File: config.mk
export PLATFORM = sky130hd
export DESIGN_NAME = fifo_wr_arbiter_flat
export DESIGN_NICKNAME = d
export VERILOG_FILES = /design/src/rtl/fifo_arb_pkg.sv /design/src/rtl/fifo_wr_arbiter_if.sv /design/src/rtl/fifo_arb_stats.sv /design/src/rtl/fifo_wr_arbiter.sv /design/src/flat_wrapper.sv
export SDC_FILE = /design/constraint.sdc
export NUM_CORES = 1
export LEC_CHECK = 0
export ABC_AREA = 1
export CAP_MARGIN = 10
export CORE_MARGIN = 8
export CORE_UTILIZATION = 35
export CTS_CLUSTER_DIAMETER = 120
export DETAILED_ROUTE_END_ITERATION = 6
export GPL_TIMING_DRIVEN = 0
export PLACE_DENSITY = 0.76
export SYNTH_ARGS = -nofsm -noshare
export SYNTH_HDL_FRONTEND = slang
export SYNTH_SLANG_ARGS = --single-unit
File: constraint.sdc
create_clock -name wclk -period 1.85 [get_ports wclk]
set_clock_uncertainty 0.2 [all_clocks]
set_input_delay 0.37 -clock wclk [delete_from_list [all_inputs] [get_ports wclk]]
set_output_delay 0.37 -clock wclk [all_outputs]
set_load 0.02 [all_outputs]
File: src/rtl/fifo_arb_pkg.sv
// Shared types and helpers for the FIFO write-port arbiter.
// Optional statistics counters are enabled with FIFO_ARB_STATS_EN.
package fifo_arb_pkg;

  typedef enum logic {IDLE = 1'b0, BURST = 1'b1} arb_state_e;

  // Bits of valid at or above NREQ are zero, so wrapping the search at 16
  // yields the same index as wrapping at NREQ.
  function automatic logic [3:0] rr_pick(input logic [15:0] valid, input logic [3:0] ptr);
    logic [3:0] idx;
    logic       found;
    rr_pick = ptr;
    found   = 1'b0;
    for (int i = 0; i < 16; i++) begin
      idx = ptr + 4'(i);
      if (!found && valid[idx]) begin
        rr_pick = idx;
        found   = 1'b1;
      end
    end
  endfunction

endpackage

File: src/rtl/fifo_wr_arbiter_if.sv
// Requester and FIFO write-port signals seen by the arbiter.
interface fifo_wr_arbiter_if #(
  parameter int DSIZE = 8,
  parameter int NREQ  = 4
);
  logic [NREQ-1:0]            req_valid;
  logic [NREQ-1:0][DSIZE-1:0] req_data;
  logic [NREQ-1:0]            req_ready;
  logic                       wfull;
  logic                       winc;
  logic [DSIZE-1:0]           wdata;

  modport arb (input req_valid, req_data, wfull, output req_ready, winc, wdata);
  modport src (output req_valid, req_data, wfull, input req_ready, winc, wdata);
endinterface

File: src/rtl/fifo_arb_stats.sv
// Per-requester 16-bit accepted-word counters (built only with FIFO_ARB_STATS_EN).
module fifo_arb_stats #(
  parameter  int NREQ = 4,
  localparam int OW   = $clog2(NREQ)
)(
  input  logic          wclk,
  input  logic          wrst_n,
  input  logic          xfer,
  input  logic [OW-1:0] owner,
  input  logic [OW-1:0] stat_sel,
  output logic [15:0]   stat_count
);
  logic [NREQ-1:0][15:0] counters;

  for (genvar i = 0; i < NREQ; i++) begin : g_cnt
    always_ff @(posedge wclk or negedge wrst_n)
      if (!wrst_n)                         counters[i] <= '0;
      else if (xfer && owner == OW'(i))    counters[i] <= counters[i] + 16'd1;
  end

  // Non-power-of-two NREQ leaves select codes with no counter behind them.
  assign stat_count = (32'(stat_sel) < NREQ) ? counters[stat_sel] : 16'd0;
endmodule

File: src/rtl/fifo_wr_arbiter.sv
// Round-robin burst arbiter for the single FIFO write port, wclk domain only.
// FIFO_ARB_STATS_EN adds stat_sel/stat_count and per-requester word counters.
module fifo_wr_arbiter
  import fifo_arb_pkg::*;
#(
  parameter  int DSIZE    = 8,
  parameter  int NREQ     = 4,
  parameter  int MAXBURST = 4,
  localparam int OW       = $clog2(NREQ),
  localparam int CW       = $clog2(MAXBURST + 1)
)(
  input  logic          wclk,
  input  logic          wrst_n,
  fifo_wr_arbiter_if.arb bus,
  output logic [OW-1:0] owner,
  output logic          busy
`ifdef FIFO_ARB_STATS_EN
  ,
  input  logic [OW-1:0] stat_sel,
  output logic [15:0]   stat_count
`endif
);
  arb_state_e       state, state_d;
  logic [OW-1:0]    owner_d, rr_ptr, rr_d, pick, rr_next;
  logic [CW-1:0]    cnt, cnt_d;
  logic [NREQ-1:0]  ready;
  logic [DSIZE-1:0] sel_data;
  logic             xfer;

  assign pick    = OW'(rr_pick(16'(bus.req_valid), 4'(rr_ptr)));
  assign rr_next = (owner == OW'(NREQ - 1)) ? '0 : owner + OW'(1);

  always_comb begin
    state_d = state;
    owner_d = owner;
    rr_d    = rr_ptr;
    cnt_d   = cnt;
    ready   = '0;
    xfer    = 1'b0;
    case (state)
      IDLE: if (|bus.req_valid) begin
        owner_d = pick;
        cnt_d   = '0;
        state_d = BURST;
      end
      BURST: begin
        ready[owner] = !bus.wfull;
        xfer         = bus.req_valid[owner] & !bus.wfull;
        if (xfer) cnt_d = cnt + CW'(1);
        // A full FIFO only stalls; the grant ends on burst limit or lost valid.
        if ((xfer && cnt == CW'(MAXBURST - 1)) || !bus.req_valid[owner]) begin
          rr_d    = rr_next;
          state_d = IDLE;
        end
      end
      default: state_d = IDLE;
    endcase
  end

  always_ff @(posedge wclk or negedge wrst_n)
    if (!wrst_n) begin
      state  <= IDLE;
      owner  <= '0;
      rr_ptr <= '0;
      cnt    <= '0;
    end else begin
      state  <= state_d;
      owner  <= owner_d;
      rr_ptr <= rr_d;
      cnt    <= cnt_d;
    end

  assign sel_data      = bus.req_data[owner];
  assign bus.wdata     = sel_data;
  assign bus.winc      = xfer;
  assign bus.req_ready = ready;
  assign busy          = (state == BURST);

`ifdef FIFO_ARB_STATS_EN
  fifo_arb_stats #(.NREQ(NREQ)) u_stats (
    .wclk      (wclk),
    .wrst_n    (wrst_n),
    .xfer      (xfer),
    .owner     (owner),
    .stat_sel  (stat_sel),
    .stat_count(stat_count)
  );
`endif
endmodule

File: src/flat_wrapper.sv
// flat-port wrapper written by rule: the top's interface ports become plain ports
module fifo_wr_arbiter_flat import fifo_arb_pkg::*;
#(
  parameter  int DSIZE    = 8,
  parameter  int NREQ     = 4,
  parameter  int MAXBURST = 4,
  localparam int OW       = $clog2(NREQ),
  localparam int CW       = $clog2(MAXBURST + 1)
)
  (wclk, wrst_n, owner, busy, bus_req_valid, bus_req_data, bus_wfull, bus_req_ready, bus_winc, bus_wdata);
  fifo_wr_arbiter_if #(.DSIZE(DSIZE), .NREQ(NREQ)) bus_i ();
  input  logic wclk;
  input  logic wrst_n;
  output logic [OW-1:0] owner;
  output logic busy;
  input wire logic [$bits(bus_i.req_valid)-1:0] bus_req_valid;
  input wire logic [$bits(bus_i.req_data)-1:0] bus_req_data;
  input wire logic [$bits(bus_i.wfull)-1:0] bus_wfull;
  output wire logic [$bits(bus_i.req_ready)-1:0] bus_req_ready;
  output wire logic [$bits(bus_i.winc)-1:0] bus_winc;
  output wire logic [$bits(bus_i.wdata)-1:0] bus_wdata;
  assign bus_i.req_valid = bus_req_valid;
  assign bus_i.req_data = bus_req_data;
  assign bus_i.wfull = bus_wfull;
  assign bus_req_ready = bus_i.req_ready;
  assign bus_winc = bus_i.winc;
  assign bus_wdata = bus_i.wdata;
  fifo_wr_arbiter #(.DSIZE(DSIZE), .NREQ(NREQ), .MAXBURST(MAXBURST)) u_core (.wclk(wclk), .wrst_n(wrst_n), .bus(bus_i), .owner(owner), .busy(busy));
endmodule
**Yosys cells after proc, flatten, opt, wreduce, memory -nomap -nowiden**

Cells that the tools add are included.
Widths: inputs -> output; s select.

- $add $sub $neg: 17
- Order comparisons: 18
- Equal/unequal tests: 4
- Multiplexer cells: 77
- Bitwise logic cells: 3
- Reduce and logical (&&, ||, !) cells: 39

Operators with widths:

| kind | count |
|---|---|
| $bmux 1 s4 | 15 |
| $lt 4x5->1 const B | 12 |
| $mux 1 | 36 |
| $mux 2 | 16 |
| $logic_and 1x1->1 | 17 |
| $logic_not 1->1 | 17 |
| $add 2x3->4 const B | 4 |
| $add 2x4->4 const B | 4 |
| $bmux 8 s2 | 1 |
| $lt 3x5->1 const B | 3 |
| $add 3x3->4 const B | 2 |
| $mux 8 | 1 |
| $add 2x2->3 const B | 2 |
| $mux 3 | 2 |
| $pmux 3 s2 | 1 |
| $reduce_and 2->1 | 3 |
| $lt 2x5->1 const B | 1 |
| $add 3x1->4 const B | 1 |
| $add 3x2->4 const B | 1 |
| $and 4x4->4 | 1 |
| $bmux 1 s2 | 2 |
| $mux 4 | 1 |
| $reduce_or 4->1 | 1 |
| $add 2x1->3 const B | 1 |
| 13 further kinds | 13 |

- Flip-flop bits (word level): 8
- Output and inout bits: 16
- Logic and storage cells: 162

**Depth between registers and ports, before layout**

- Depth after elaboration: 48
- Depth in mapped cells: 12
- Mapped depth without buffers: 12

**Least setup slack after synthesis**

Ideal clock, no wire load.

- Kind: register -> output
- Start point: register u_core.owner[0]
- End point: output bus_req_ready[0]
- Arrival time: 1.627 ns
- Required time: 1.280 ns
- Path slack: -0.347 ns
- Cell stages (with the launch flop): 7
- Buffers on the path: 2
- Path through: dfrtp_1 > inv_1 > clkbuf_1 > clkbuf_1 > ha_1 > inv_1 > nor2_1

- Cells in the longest elaborated chain, start to end: 6
- Elaborated cells between the ends (all ways): 7
- Those cells by class: order compare (2); mux (3); bitwise (1); reduce/logical (1)

RTL lines:

| element | RTL line | source |
|---|---|---|
| from (decl) | fifo_wr_arbiter.sv:15 | `output logic [OW-1:0] owner,` |
| from (signal assigned) | fifo_wr_arbiter.sv:68 | `owner <= owner_d;` |
| $lt 2x3->1 (implied by the code) / $ge 2x1->1 (equally long branches) | fifo_wr_arbiter.sv:47 | `ready[owner] = !bus.wfull;` |
| $logic_and 1x1->1 (implied by the code) | fifo_wr_arbiter.sv:47 |  |
| $mux 1 (implied by the code) | fifo_wr_arbiter.sv:47 |  |
| $demux 1 s2 * | - |  |
| $and 4x4->4 (no source line) * | - |  |
| $mux 4 * | fifo_wr_arbiter.sv:40 | `case (state)` |
| to (decl) | flat_wrapper.sv:19 | `output wire logic [$bits(bus_i.req_ready)-1:0] bus_req_ready;` |

Every way passes the cells marked *; elsewhere a longest branch is shown, timed or not.

**Worst setup path in the final report**

Ends and elaborated chain as after synthesis.

==> run_results.csv <==
group,metric,value,unit
critical_path,crit_type,"register to primary output",
yosys,synth_top_area_share,19.5,%
timing,rsz0062_at_grt,"yes",
outcome,outcome,"complete, but fails checks",
yosys,async_reset_ff_share,100,%
floorplan,start_util,37.0,%
pwr,peakVddDrop,0.00138,V
clock_tree,cts.reportedPaths.clkPinSlew,0.05,ns
final_layout,fin_nets,290,
critical_path,crit_path_frequent_cell,"inv_2",
clock_tree,insertion_delay,0.25,ns
timing,worst_pin_slew,0.441,ns
critical_path,cp_num_buf_inv,5,
pwr,leakagePower,0.000953,uW
timing,slew_headroom,70.3,%
detailed_routing,num_vias,1475,
placed_design,hpwl,3.04,mm
placed_design,gp_congestion,0.922,
floorplan,fp.coreArea,2780,sq um
placed_design,io_buffers,54,
floorplan,row_count,19,
final_layout,drive_above_1_share,47.3,%
critical_path,critPathMaxStageDelay,0.41,ns
detailed_routing,viasPerCell,5.42,
yosys,yosysTopAreaCell,"dfrtp_1",
final_layout,fillers,191,
timing,setup_tns,-1.63,ns
critical_path,cp_slowest_cell,"dfrtp_1",
clock_tree,clock-root-buffer,"clkbuf_4",
timing,fin_hold_ws,0.185,ns
yosys,syn_area,1030,sq um
yosys,synth_area_per_cell,6.31,sq um
yosys,syn_nets,210,
clock_tree,clockBufferDepth,2,
floorplan,die_h,70.2,microns
final_layout,postLayoutCoreUtil,76.7,%
critical_path,cp.arrival,1.44,ns
run,maxCapViolCount,0,
yosys,synthTopCellsByArea,"dfrtp_1, nor2_1, o21ai_0",
clock_tree,cts_buffers,3,
critical_path,crit_path_end_kind,"primary output",
final_layout,area_growth,107,%
timing,min_period,2.01,ns
yosys,synth_cell_types,25,
global_routing,grt_pass1_vias,1586,
clock_tree,clock_sinks,8,
yosys,synth_seq_cells,8,
detailed_routing,drc,0,
floorplan,num_io_pins,55,
yosys,synth.most_common_cell,"nor2_1",
min_path,hp-class,"input port to async pin",
yosys,synth_common_cells,"nor2_1, nand2_1, o21ai_0",
global_routing,grt_max_degree,11,
detailed_routing,dr.pass1.iters,4,
detailed_routing,routed_wl,4.69,mm
outcome,violations,"negative setup slack",
critical_path,critPathMaxFanout,6,
pwr,powerDensity,1880,nW/um^2
timing,fin_crit_sh,109,%
global_routing,antenna_found_initial,0,
critical_path,path_cells,"inv_2 > buf_8 > clkbuf_16 > ha_4 > inv_2 > nor2_2 > buf_6",
yosys,yosysWarnings,0,
clock_tree,cts_max_level,1,
timing,worst_slack,-0.163,ns
timing,hold_viol,0,
critical_path,worstPathRequired,1.28,ns
timing,fmax,0.497,GHz
detailed_routing,wl_per_cell,17.3,microns
global_routing,grt_usage,18.6,%
critical_path,critPathTopFamily,"buffers and inverters",
global_routing,grt_pass1_wl,7.67,mm
yosys,syn-instance-count,163,
global_routing,grt_overflow,0,
timing,drv_slew,0,
critical_path,start_kind,"register",
floorplan,die_w,70.2,microns
detailed_routing,drtAntennaViolNets,0,
yosys,seq_area_frac_synth,19.5,%
floorplan,die_area,4930,sq um
yosys,synth-edff-count,0,
clock_tree,cts_tree,"yes",
yosys,ys.flop_type,"dfrtp_1",
timing,setup_violations,15,
clock_tree,cts-hold-fix-buffers,0,
final_layout,antenna_cells,0,
detailed_routing,drt_iter0_drc,109,
## registers in the layout (all words and copies together), names as in the netlist
name           cells
u_core.cnt         3
u_core.owner       2
u_core.rr_ptr      2
u_core.busy        1
## worst register-to-register path: stages, from the launching register on
cell	delay, ns
dfrtp_2	0.42
inv_4	0.08
ha_4	0.22
inv_4	0.08
nand3_2	0.09
nand3_2	0.12
inv_2	0.06
nor2_4	0.15
nand2_2	0.09
and2_4	0.15
nand2_2	0.04
nand2_1	0.06
a21oi_2	0.13
## worst paths after layout
path                                        from  depth (start not counted)  slack, ns               end
worst max-delay path             u_core.owner[0]                          7      -0.16  bus_req_ready[0]
worst min-delay path                      wrst_n                          1       0.18     u_core.cnt[0]
worst max register to register  u_core.rr_ptr[0]                         12      -0.11   u_core.owner[1]
worst min register to register     u_core.cnt[0]                          1       0.29     u_core.cnt[0]
max in group asynchronous                 wrst_n                          1       0.99  u_core.rr_ptr[0]
min in group wclk                  u_core.cnt[0]                          1       0.29     u_core.cnt[0]
## where the power goes
part	total, uW	switching, uW	internal, uW
Clock	134	59.3	74.2
Combinational	3530	1900	1620
Sequential	338	77.4	260
## what timing repair did
item | 4_1_cts | 5_1_grt
setup buffers | 16 | 3
gates resized for setup | 146 | 13
pin swaps | 18 | 3
endpoints found under the setup margin | 24 | 17
gates cloned | 2 | 0
## layout make-up
| cell class | count | area (sq um) | share of cell area [%] |
|---|---|---|---|
| plain buffers | 6 | 101 | 4.75 |
| clock buffers | 3 | 22.5 | 1.06 |
| inverters | 20 | 82.6 | 3.87 |
| multi-input cells | 129 | 963 | 45.2 |
| flip-flops and latches | 8 | 201 | 9.45 |
| well taps | 31 | 38.8 | 1.82 |
| repair buffers | 75 | 722 | 33.9 |
## logic make-up after synthesis
family          after synthesis  share of synthesized area (%)
fa+ha+maj                     8                           9.73
buf+inv                      26                           9.73
compound gates               36                           19.3
flops                         8                           19.5
simple gates                 85                           41.7
## routing by layer
| layer | track usage [%] | share of wire (%) |
|---|---|---|
| met1 | 20.8 | 38 |
| met3 | 4.24 | 7.9 |
| met5 | 0 | 0 |
| met4 | 5.36 | 2.5 |
| met2 | 34.0 | 51 |
## cells in the final DEF (no fill, tap or decap), drive strengths merged
| master | synthesis | layout |
|---|---|---|
| dfrtp | 8 | 8 |
| o22ai | 8 | 8 |
| nand3 | 19 | 19 |
| dlygate4sd2 | 0 | 7 |
| nor4 | 1 | 1 |
| nor2 | 30 | 30 |
| and2 | 2 | 2 |
| nand4 | 2 | 2 |
| inv | 20 | 20 |
| a32o | 1 | 1 |
| nand2 | 30 | 30 |
| clkdlybuf4s50 | 0 | 34 |
| a21oi | 5 | 5 |
| nor3 | 1 | 1 |
| clkbuf | 4 | 7 |
| buf | 2 | 36 |
| ha | 8 | 8 |
| o21ai | 22 | 22 |
## through the flow
stage	power, uW	setup WS [ns]	cell area, sq um	std cells
CTS	3800	-0.169	2080	269
global placement	2770	-0.738	1710	248
floorplan	2070	-0.0633	1130	163
finish	4000	-0.163	2130	272
global route	4260	-0.230	2130	272
detailed placement	2860	-0.725	1710	248
Power figures use the tool's default switching activity.
